### config.mk
export PLATFORM = sky130hd
export DESIGN_NAME = adc_sample_ctrl
export DESIGN_NICKNAME = d
export VERILOG_FILES = /design/src/rtl/adc_sample_ctrl.sv
export SDC_FILE = /design/constraint.sdc
export NUM_CORES = 1
export LEC_CHECK = 0
export ABC_AREA = 1
export CAP_MARGIN = 20
export CORE_MARGIN = 5
export CORE_UTILIZATION = 34
export CTS_CLUSTER_DIAMETER = 100
export CTS_CLUSTER_SIZE = 20
export DETAILED_ROUTE_END_ITERATION = 16
export SYNTH_ARGS = -nofsm -noshare
export SYNTH_HDL_FRONTEND = slang
export SYNTH_SLANG_ARGS = --single-unit
### constraint.sdc
create_clock -name clk -period 1.3 [get_ports clk]
set_input_delay 0.13 -clock clk [delete_from_list [all_inputs] [get_ports clk]]
set_output_delay 0.13 -clock clk [all_outputs]
set_load 0.05 [all_outputs]
### src/rtl/adc_sample_ctrl.sv
// ADC conversion sequencer: CNV pulse, conversion wait, serial read over SCK/SDO,
// then one AXI4-Stream beat per conversion; triggers seen while busy are counted.
module adc_sample_ctrl #(
  parameter int DATA_WIDTH = 18,
  parameter int CNV_CYCLES = 4,
  parameter int CONV_WAIT  = 88,
  parameter int SCK_DIV    = 2,
  parameter bit SIGN_EXT   = 1'b1
) (
  input  logic        clk,
  input  logic        resetn,
  input  logic        trigger,
  output logic        adc_cnv,
  output logic        adc_sck,
  input  logic        adc_sdo,
  output logic [31:0] m_axis_tdata,
  output logic        m_axis_tvalid,
  input  logic        m_axis_tready,
  output logic        busy,
  output logic [15:0] overrun_count
);

  localparam int PERIOD  = 2 * SCK_DIV;
  localparam int CNT_MAX = (CNV_CYCLES > CONV_WAIT)
                         ? ((CNV_CYCLES > PERIOD) ? CNV_CYCLES : PERIOD)
                         : ((CONV_WAIT > PERIOD) ? CONV_WAIT : PERIOD);
  localparam int CNT_W   = $clog2(CNT_MAX + 1);
  localparam int BIT_W   = $clog2(DATA_WIDTH + 1);

  localparam logic [CNT_W-1:0] CNV_LAST  = CNT_W'(CNV_CYCLES - 1);
  localparam logic [CNT_W-1:0] WAIT_LAST = CNT_W'((CONV_WAIT > 0) ? CONV_WAIT - 1 : 0);
  localparam logic [CNT_W-1:0] SCK_HIGH  = CNT_W'(SCK_DIV);
  localparam logic [CNT_W-1:0] FALL_CNT  = CNT_W'(SCK_DIV - 1);
  localparam logic [CNT_W-1:0] PH_LAST   = CNT_W'(PERIOD - 1);
  localparam logic [BIT_W-1:0] BIT_LAST  = BIT_W'(DATA_WIDTH - 1);

  typedef enum logic [2:0] {
    S_IDLE,
    S_CONVERT,
    S_WAIT,
    S_READ,
    S_OUTPUT
  } state_t;

  state_t                  state, state_next;
  logic [CNT_W-1:0]        cnt;
  logic [BIT_W-1:0]        bit_cnt;
  logic [DATA_WIDTH-1:0]   shift_reg, shift_next;
  logic [31:0]             sample_ext;

  // NOTE: state registers use non-blocking assignments so every flop samples
  // pre-edge values; blocking here would create order-dependent simulation.
  always_ff @(posedge clk) begin
    if (!resetn) begin
      state         <= S_IDLE;
      cnt           <= '0;
      bit_cnt       <= '0;
      shift_reg     <= '0;
      m_axis_tdata  <= '0;
      overrun_count <= '0;
    end else begin
      state <= state_next;

      if (state != state_next || state == S_IDLE || state == S_OUTPUT)
        cnt <= '0;
      else if (state == S_READ && cnt == PH_LAST)
        cnt <= '0;
      else
        cnt <= cnt + CNT_W'(1);

      if (state != S_READ)
        bit_cnt <= '0;
      else if (cnt == PH_LAST)
        bit_cnt <= bit_cnt + BIT_W'(1);

      // SDO is captured on the edge where SCK drops
      if (state == S_READ && cnt == FALL_CNT)
        shift_reg <= shift_next;

      if (state == S_READ && state_next == S_OUTPUT)
        m_axis_tdata <= sample_ext;

      if (trigger && state != S_IDLE && overrun_count != 16'hFFFF)
        overrun_count <= overrun_count + 16'd1;
    end
  end

  // NOTE: every combinational output gets a default first so no path leaves
  // it unassigned, which would otherwise infer a latch.
  always_comb begin
    state_next = state;
    unique case (state)
      S_IDLE:    if (trigger) state_next = S_CONVERT;
      S_CONVERT: if (cnt == CNV_LAST) state_next = (CONV_WAIT == 0) ? S_READ : S_WAIT;
      S_WAIT:    if (cnt == WAIT_LAST) state_next = S_READ;
      S_READ:    if (cnt == PH_LAST && bit_cnt == BIT_LAST) state_next = S_OUTPUT;
      S_OUTPUT:  if (m_axis_tready) state_next = S_IDLE;
      default:   state_next = S_IDLE;
    endcase
  end

  always_comb begin
    shift_next    = shift_reg << 1;
    shift_next[0] = adc_sdo;
    if (SIGN_EXT)
      sample_ext = 32'($signed(shift_reg));
    else
      sample_ext = 32'(shift_reg);
  end

  always_comb begin
    adc_cnv       = (state == S_CONVERT);
    adc_sck       = (state == S_READ) && (cnt < SCK_HIGH);
    m_axis_tvalid = (state == S_OUTPUT);
    busy          = (state != S_IDLE);
  end

endmodule

**Word-level counts from Yosys, hierarchy flattened**

Index checks and enable logic that the tools add are counted.

- Word-level logic and storage cells: 42
- Input bits: 5
- Flip-flop bits (word level): 67
- Output and inout bits: 52

- Equality and inequality tests: 12
- Magnitude comparators: 1
- Add/sub/neg operators: 3
- Multiplexer cells: 6
- Reductions and logical operators: 13
- Bitwise logic cells: 1

Operators by type and width:

| kind | count |
|---|---|
| $add 16x1->16 const B | 1 |
| $ne 16x16->1 const B | 1 |
| $mux 3 | 5 |
| $pmux 3 s5 | 1 |
| $add 7x1->7 const B | 1 |
| $eq 7x1->1 const B | 1 |
| $eq 7x2->1 const B | 1 |
| $eq 7x7->1 const B | 1 |
| $logic_and 1x1->1 | 7 |
| $lt 7x2->1 const B | 1 |
| $eq 3x2->1 const B | 2 |
| $eq 3x3->1 const B | 2 |
| $add 5x1->5 const B | 1 |
| $eq 5x5->1 const B | 1 |
| $eq 3x1->1 const B | 1 |
| $logic_not 3->1 | 1 |
| $ne 3x2->1 const B | 1 |
| $ne 3x3->1 | 1 |
| $reduce_bool 3->1 | 1 |
| $reduce_or 3->1 | 1 |
| $logic_or 1x1->1 | 2 |
| $reduce_or 2->1 | 1 |
| $not 1->1 | 1 |

**Depth between registers and ports, before layout**

- Depth after elaboration: 8
- Mapped depth: 10
- Mapped depth without buffers: 9

**Worst setup path after synthesis**

No wires, ideal clock.

- Kind: register to register
- Start: register overrun_count[0]
- End: register overrun_count[13]
- Library setup time: 0.069 ns
- Data required time: 1.231 ns
- Arrival time: 1.814 ns
- Path slack: -0.584 ns
- Buffers on the path: 1
- Clock period less this slack: 1.884 ns
- Cell stages (with the launch flop): 11
- Cells stage by stage: dfxtp_1 ha_1 nand2_1 nor2_4 nand3_2 nand2_2 nand2_4 inv_6 buf_8 nand2_1 a21oi_2

- Longest elaborated chain between the ends: 2
- Elaborated cells on any way between the ends: 3

RTL lines:

| item | RTL line | text |
|---|---|---|
| start: declaration | 20 | `output logic [15:0] overrun_count` |
| start signal: assignment | 84 | `overrun_count <= overrun_count + 16'd1;` |
| parallel branches: the longest is 2 deep, another holds $add 16x1->16 | - |  |

Several ways; the timed one is not identified.
A chain may end at the register's enable or synchronous reset.

**Worst setup path in the final report**

- Start: register cnt[6]
- End: output port adc_sck

- Longest elaborated chain between the ends: 2

RTL lines:

| item | RTL line | text |
|---|---|---|
| start: declaration | 46 | `logic [CNT_W-1:0] cnt;` |
| start signal: assignment | 69 | `cnt <= cnt + CNT_W'(1);` |
| $lt 7x2->1 | 113 | `adc_sck = (state == S_READ) && (cnt < SCK_HIGH);` |
| $logic_and 1x1->1 | 113 |  |
| end: declaration | 14 | `output logic adc_sck,` |

Every way passes these cells.

==> reports/qor_table.md <==
| Item | Reported |
| --- | --- |
| Layout Area Growth over Synthesis | 92.5% |
| Non-filler instance count after layout | 692 |
| Largest net degree at the start of global routing | 22 |
| Post-route setup slack | -0.229 ns |
| Via count of the first global-routing pass | 3,231 |
| Max VDD drop | 0.000674 V |
| CTS buffer count | 9 |
| Violated checks | setup timing |
| Hold Crit Start | adc_sdo |
| Max clock buf depth | 2 |
| Post-detailed-routing wire length | 10.7 mm |
| Ratio of cells with drive above 1 in the final layout | 67.3% |
| # diodes | 0 |
| Highest attainable clock frequency | 654 MHz |
| CP Cell Sequence | inv_2, nand3_2, inv_2, buf_6, nand2_4, nor3_4, buf_12 |
| Path category of the worst min-delay check | in2reg |
| Count of yosys warnings during synthesis | 0 |
| Final hold viol count | 0 |
| Worst-margin pin slew | 0.363 ns |
| Critical path fanouts, max | 2 |
| Clk pwr share | 43.2% |
| I/O pins | 57 |
| Proportion of register bits with asynchronous set or reset after synthesis | 0% |
| R2R depth | 11 |
| Detailed placer's ending HPWL | 5.61 mm |
| Starting utilization of the core area | 34.3% |
| EDFF count, synth | 0 |
| Crit Path Class | reg2out |
| Number of storage elements in the synthesis netlist | 67 |
| Worst r2r dst | shift_reg[9]$_SDFFE_PN0P_ |
| Leakage | 2.41 nW |
| Reg-to-reg slack, setup | -0.23 ns |
| Buffers added on ports | 56 |
| Rel. slew slack | 75.7% |
| Violation count after the first detailed-routing iteration | 118 |
| Slew Viols, Final | 0 |
| Run status | finished with violations |
| Launch point of the worst reg-to-reg path | cnt[6]$_SDFF_PP0_ |
| Design Area, Final | 6340 sq um |
| Data required time of the worst path | 1.17 ns |
| Worst setup EP type | output pin |
| Number of clock sinks | 67 |
| Buffers & Inverters on Critical Path | 4 |
| First-pass GRT wire length | 15.1 mm |
| ANT nets after route | 0 |
| Net switching power of the design | 1.22 mW |
| Total instance count after detailed placement | 643 |
| Die Outline Area | 11,800 sq um |
| Detailed-router iteration count before antenna repair | 4 |
| Sequential fraction of the synthesis area | 40.7% |
| Detailed-route via count | 3,345 |
| Residual overflow from global routing | 0 |
| Site Rows | 36 |
| Number of unique standard cell types used by synthesis | 37 |
| Largest stage delay on the critical path | 0.33 ns |
| Worst-path cell with the longest stage delay | sky130_fd_sc_hd__dfxtp_2 |
| Buffer type at the clock tree root | sky130_fd_sc_hd__clkbuf_8 |
| Post-DR wirelength/cell | 15.5 um |
| DRC violation count after routing | 0 |
| Top flip-flop cell by instance count after synthesis | sky130_fd_sc_hd__dfxtp_1 |
| Crit path time final | 1.53 ns |
| Count of filler cells inserted in the layout | 681 |
| Placer Congestion | 0.833 |
| Clock tree from TritonCTS | yes |
| H-tree level count | 3 |
| Clock insertion delay at the later pin of the skew report | 0.36 ns |
| Share of total power in combinational logic | 11.7% |
| Total internal power | 3.38 mW |
| Horizontal die dimension | 108 um |
| Maximum capacitance violations | 0 |
| Most common cell type on the critical path | sky130_fd_sc_hd__inv_2 |
| Power density over the cells | 726 nW/um^2 |
| Sequential Power Share | 45.0% |
| Placement-stage cell area | 5000 sq um |
| Worst-path clk slew | 0.08 ns |
| Vias per Instance | 4.83 |
| Hold path depth | 3 |
| Kind of cell adding the most delay to the critical path | buffers and inverters |
| Largest clock skew in the final design | 0.0163 ns |
| GRT Resource Usage Total | 16.1% |
| Share of the cycle needed by the critical path after routing | 118% |
| Arrival time worst endpoint | 1.40 ns |
| Total nets after synthesis | 427 |
| RSZ-0062 raised after global routing | true |
| Final number of setup-violating endpoints | 69 |
| Final net count | 564 |
| Number of instances in the synthesized netlist | 417 |
| Switching part of the total power | 26.6% |
| Die Y | 108 um |
| Cell area after synthesis | 3290 sq um |
| Number of antenna violations at the first check in global routing | 0 |
| Hold Path End | shift_reg[0]$_SDFFE_PN0P_ |
| Mean Syn Cell Area | 7.90 sq um |
| Type of origin of the critical path | flip-flop |
| Core area | 9590 sq um |
cell type report:
type                    instances  area, sq um  share of cell area, %
clock buffers                   9          124                   1.95
clock inverters                 7         97.6                   1.54
inverters                      46          216                   3.41
multi-input cells             284         2350                   37.1
flip-flops and latches         67         1390                   21.9
well taps                     133          166                   2.63
repair buffers                142         1930                   30.5
repair inverters                4         57.6                  0.908
placed cells by master (no fill, tap or decap), types with 9 or more instances in the layout:
master,Yosys,routed
sky130_fd_sc_hd__buf_12,0,62
sky130_fd_sc_hd__buf_4,15,59
sky130_fd_sc_hd__dfxtp_1,67,39
sky130_fd_sc_hd__a21oi_2,17,36
sky130_fd_sc_hd__nand2_1,57,33
sky130_fd_sc_hd__nor2_1,62,32
sky130_fd_sc_hd__inv_1,36,30
sky130_fd_sc_hd__o21ai_2,1,29
sky130_fd_sc_hd__nor2_2,9,23
sky130_fd_sc_hd__dfxtp_2,0,23
sky130_fd_sc_hd__nor2_4,4,20
sky130_fd_sc_hd__nand2_4,6,16
sky130_fd_sc_hd__nand2_2,6,16
sky130_fd_sc_hd__buf_6,3,15
sky130_fd_sc_hd__inv_2,6,11
sky130_fd_sc_hd__nand3_1,13,10
sky130_fd_sc_hd__nand2_8,0,9
sky130_fd_sc_hd__clkbuf_8,0,9
metrics by stage:
| step | worst slack (ns) | util [%] | setup TNS, ns | hold WS [ns] | total power, mW |
|---|---|---|---|---|---|
| floorplan | -0.197 | - | -2.75 | 0.294 | 2.34 |
| global placement | -0.150 | 52.1 | -4.43 | 0.460 | 2.47 |
| detailed placement | -0.174 | 52.1 | -5.90 | 0.468 | 2.47 |
| CTS | -0.252 | 60.1 | -7.91 | 0.389 | 4.57 |
| global route | -0.317 | 66.1 | -15.74 | 0.390 | 4.77 |
| finish | -0.229 | 66.1 | -11.12 | 0.389 | 4.60 |
how the worst max path moves through the flow:
stage / startpoint / endpoint / depth (start not counted)
2_1_floorplan: overrun_count[0]$_SDFFE_PN0P_ / overrun_count[14]$_SDFFE_PN0P_ / 10
3_3_place_gp: trigger / overrun_count[1]$_SDFFE_PN0P_ / 8
3_5_place_dp: trigger / overrun_count[1]$_SDFFE_PN0P_ / 8
4_1_cts: cnt[4]$_SDFF_PP0_ / adc_sck / 7
5_1_grt: cnt[5]$_SDFF_PP0_ / shift_reg[9]$_SDFFE_PN0P_ / 11
6_report: cnt[6]$_SDFF_PP0_ / adc_sck / 7
routing by layer:
metal	wire [um]	GRT usage, %	vias up
li1	-	-	1616
met1	4250	19.1	1610
met2	5760	27.7	97
met3	459	4.54	22
met4	229	5.50	0
met5	0	0	-
worst min-delay path, stage by stage:
cell and delay, ns:
sky130_fd_sc_hd__clkdlybuf4s50_1 0.41, sky130_fd_sc_hd__o21ai_2 0.13, sky130_fd_sc_hd__nor2_1 0.04
logic make-up (layout without fill, tap and decap cells):
group,count (synthesis),in the layout,synth area share [%]
AND/OR/NAND/NOR,176,181,27.5
buffers and inverters,71,208,11.1
flip-flops,67,67,40.7
AO/OA/AOI/OAI,84,84,15.0
XOR/XNOR,14,14,3.72
adder cells (fa/ha/maj),5,5,1.90
cell usage after synthesis (9+ instances only):
library cell / instances / share of area (%)
sky130_fd_sc_hd__dfxtp_1: 67 / 41
sky130_fd_sc_hd__nor2_1: 62 / 7.1
sky130_fd_sc_hd__nand2_1: 57 / 6.5
sky130_fd_sc_hd__inv_1: 36 / 4.1
sky130_fd_sc_hd__o21ai_0: 25 / 3.8
sky130_fd_sc_hd__a21oi_1: 23 / 3.5
sky130_fd_sc_hd__a21oi_2: 17 / 4.5
sky130_fd_sc_hd__o21ai_1: 16 / 2.4
sky130_fd_sc_hd__buf_4: 15 / 3.4
sky130_fd_sc_hd__nand3_1: 13 / 2.0
sky130_fd_sc_hd__nor2_2: 9 / 1.7
sky130_fd_sc_hd__xor2_1: 9 / 2.4
repair_timing:
| item | CTS | global route |
|---|---|---|
| endpoints found under the setup margin | 68 | 86 |
| setup buffers | 14 | 12 |
| resized for setup | 118 | 107 |
| pin swaps | 29 | 45 |
| hold buffers | 0 | 0 |
| cloned | 6 | 5 |
power groups by stage:
stage	Clock [mW]	Combinational (mW)	Sequential (mW)
detailed placement	0	0.351	2.12
global route	2.13	0.566	2.07
floorplan	0	0.187	2.15
CTS	2.01	0.491	2.07
global placement	0	0.346	2.12
finish	1.99	0.540	2.07
Power figures use the tool's default switching activity.
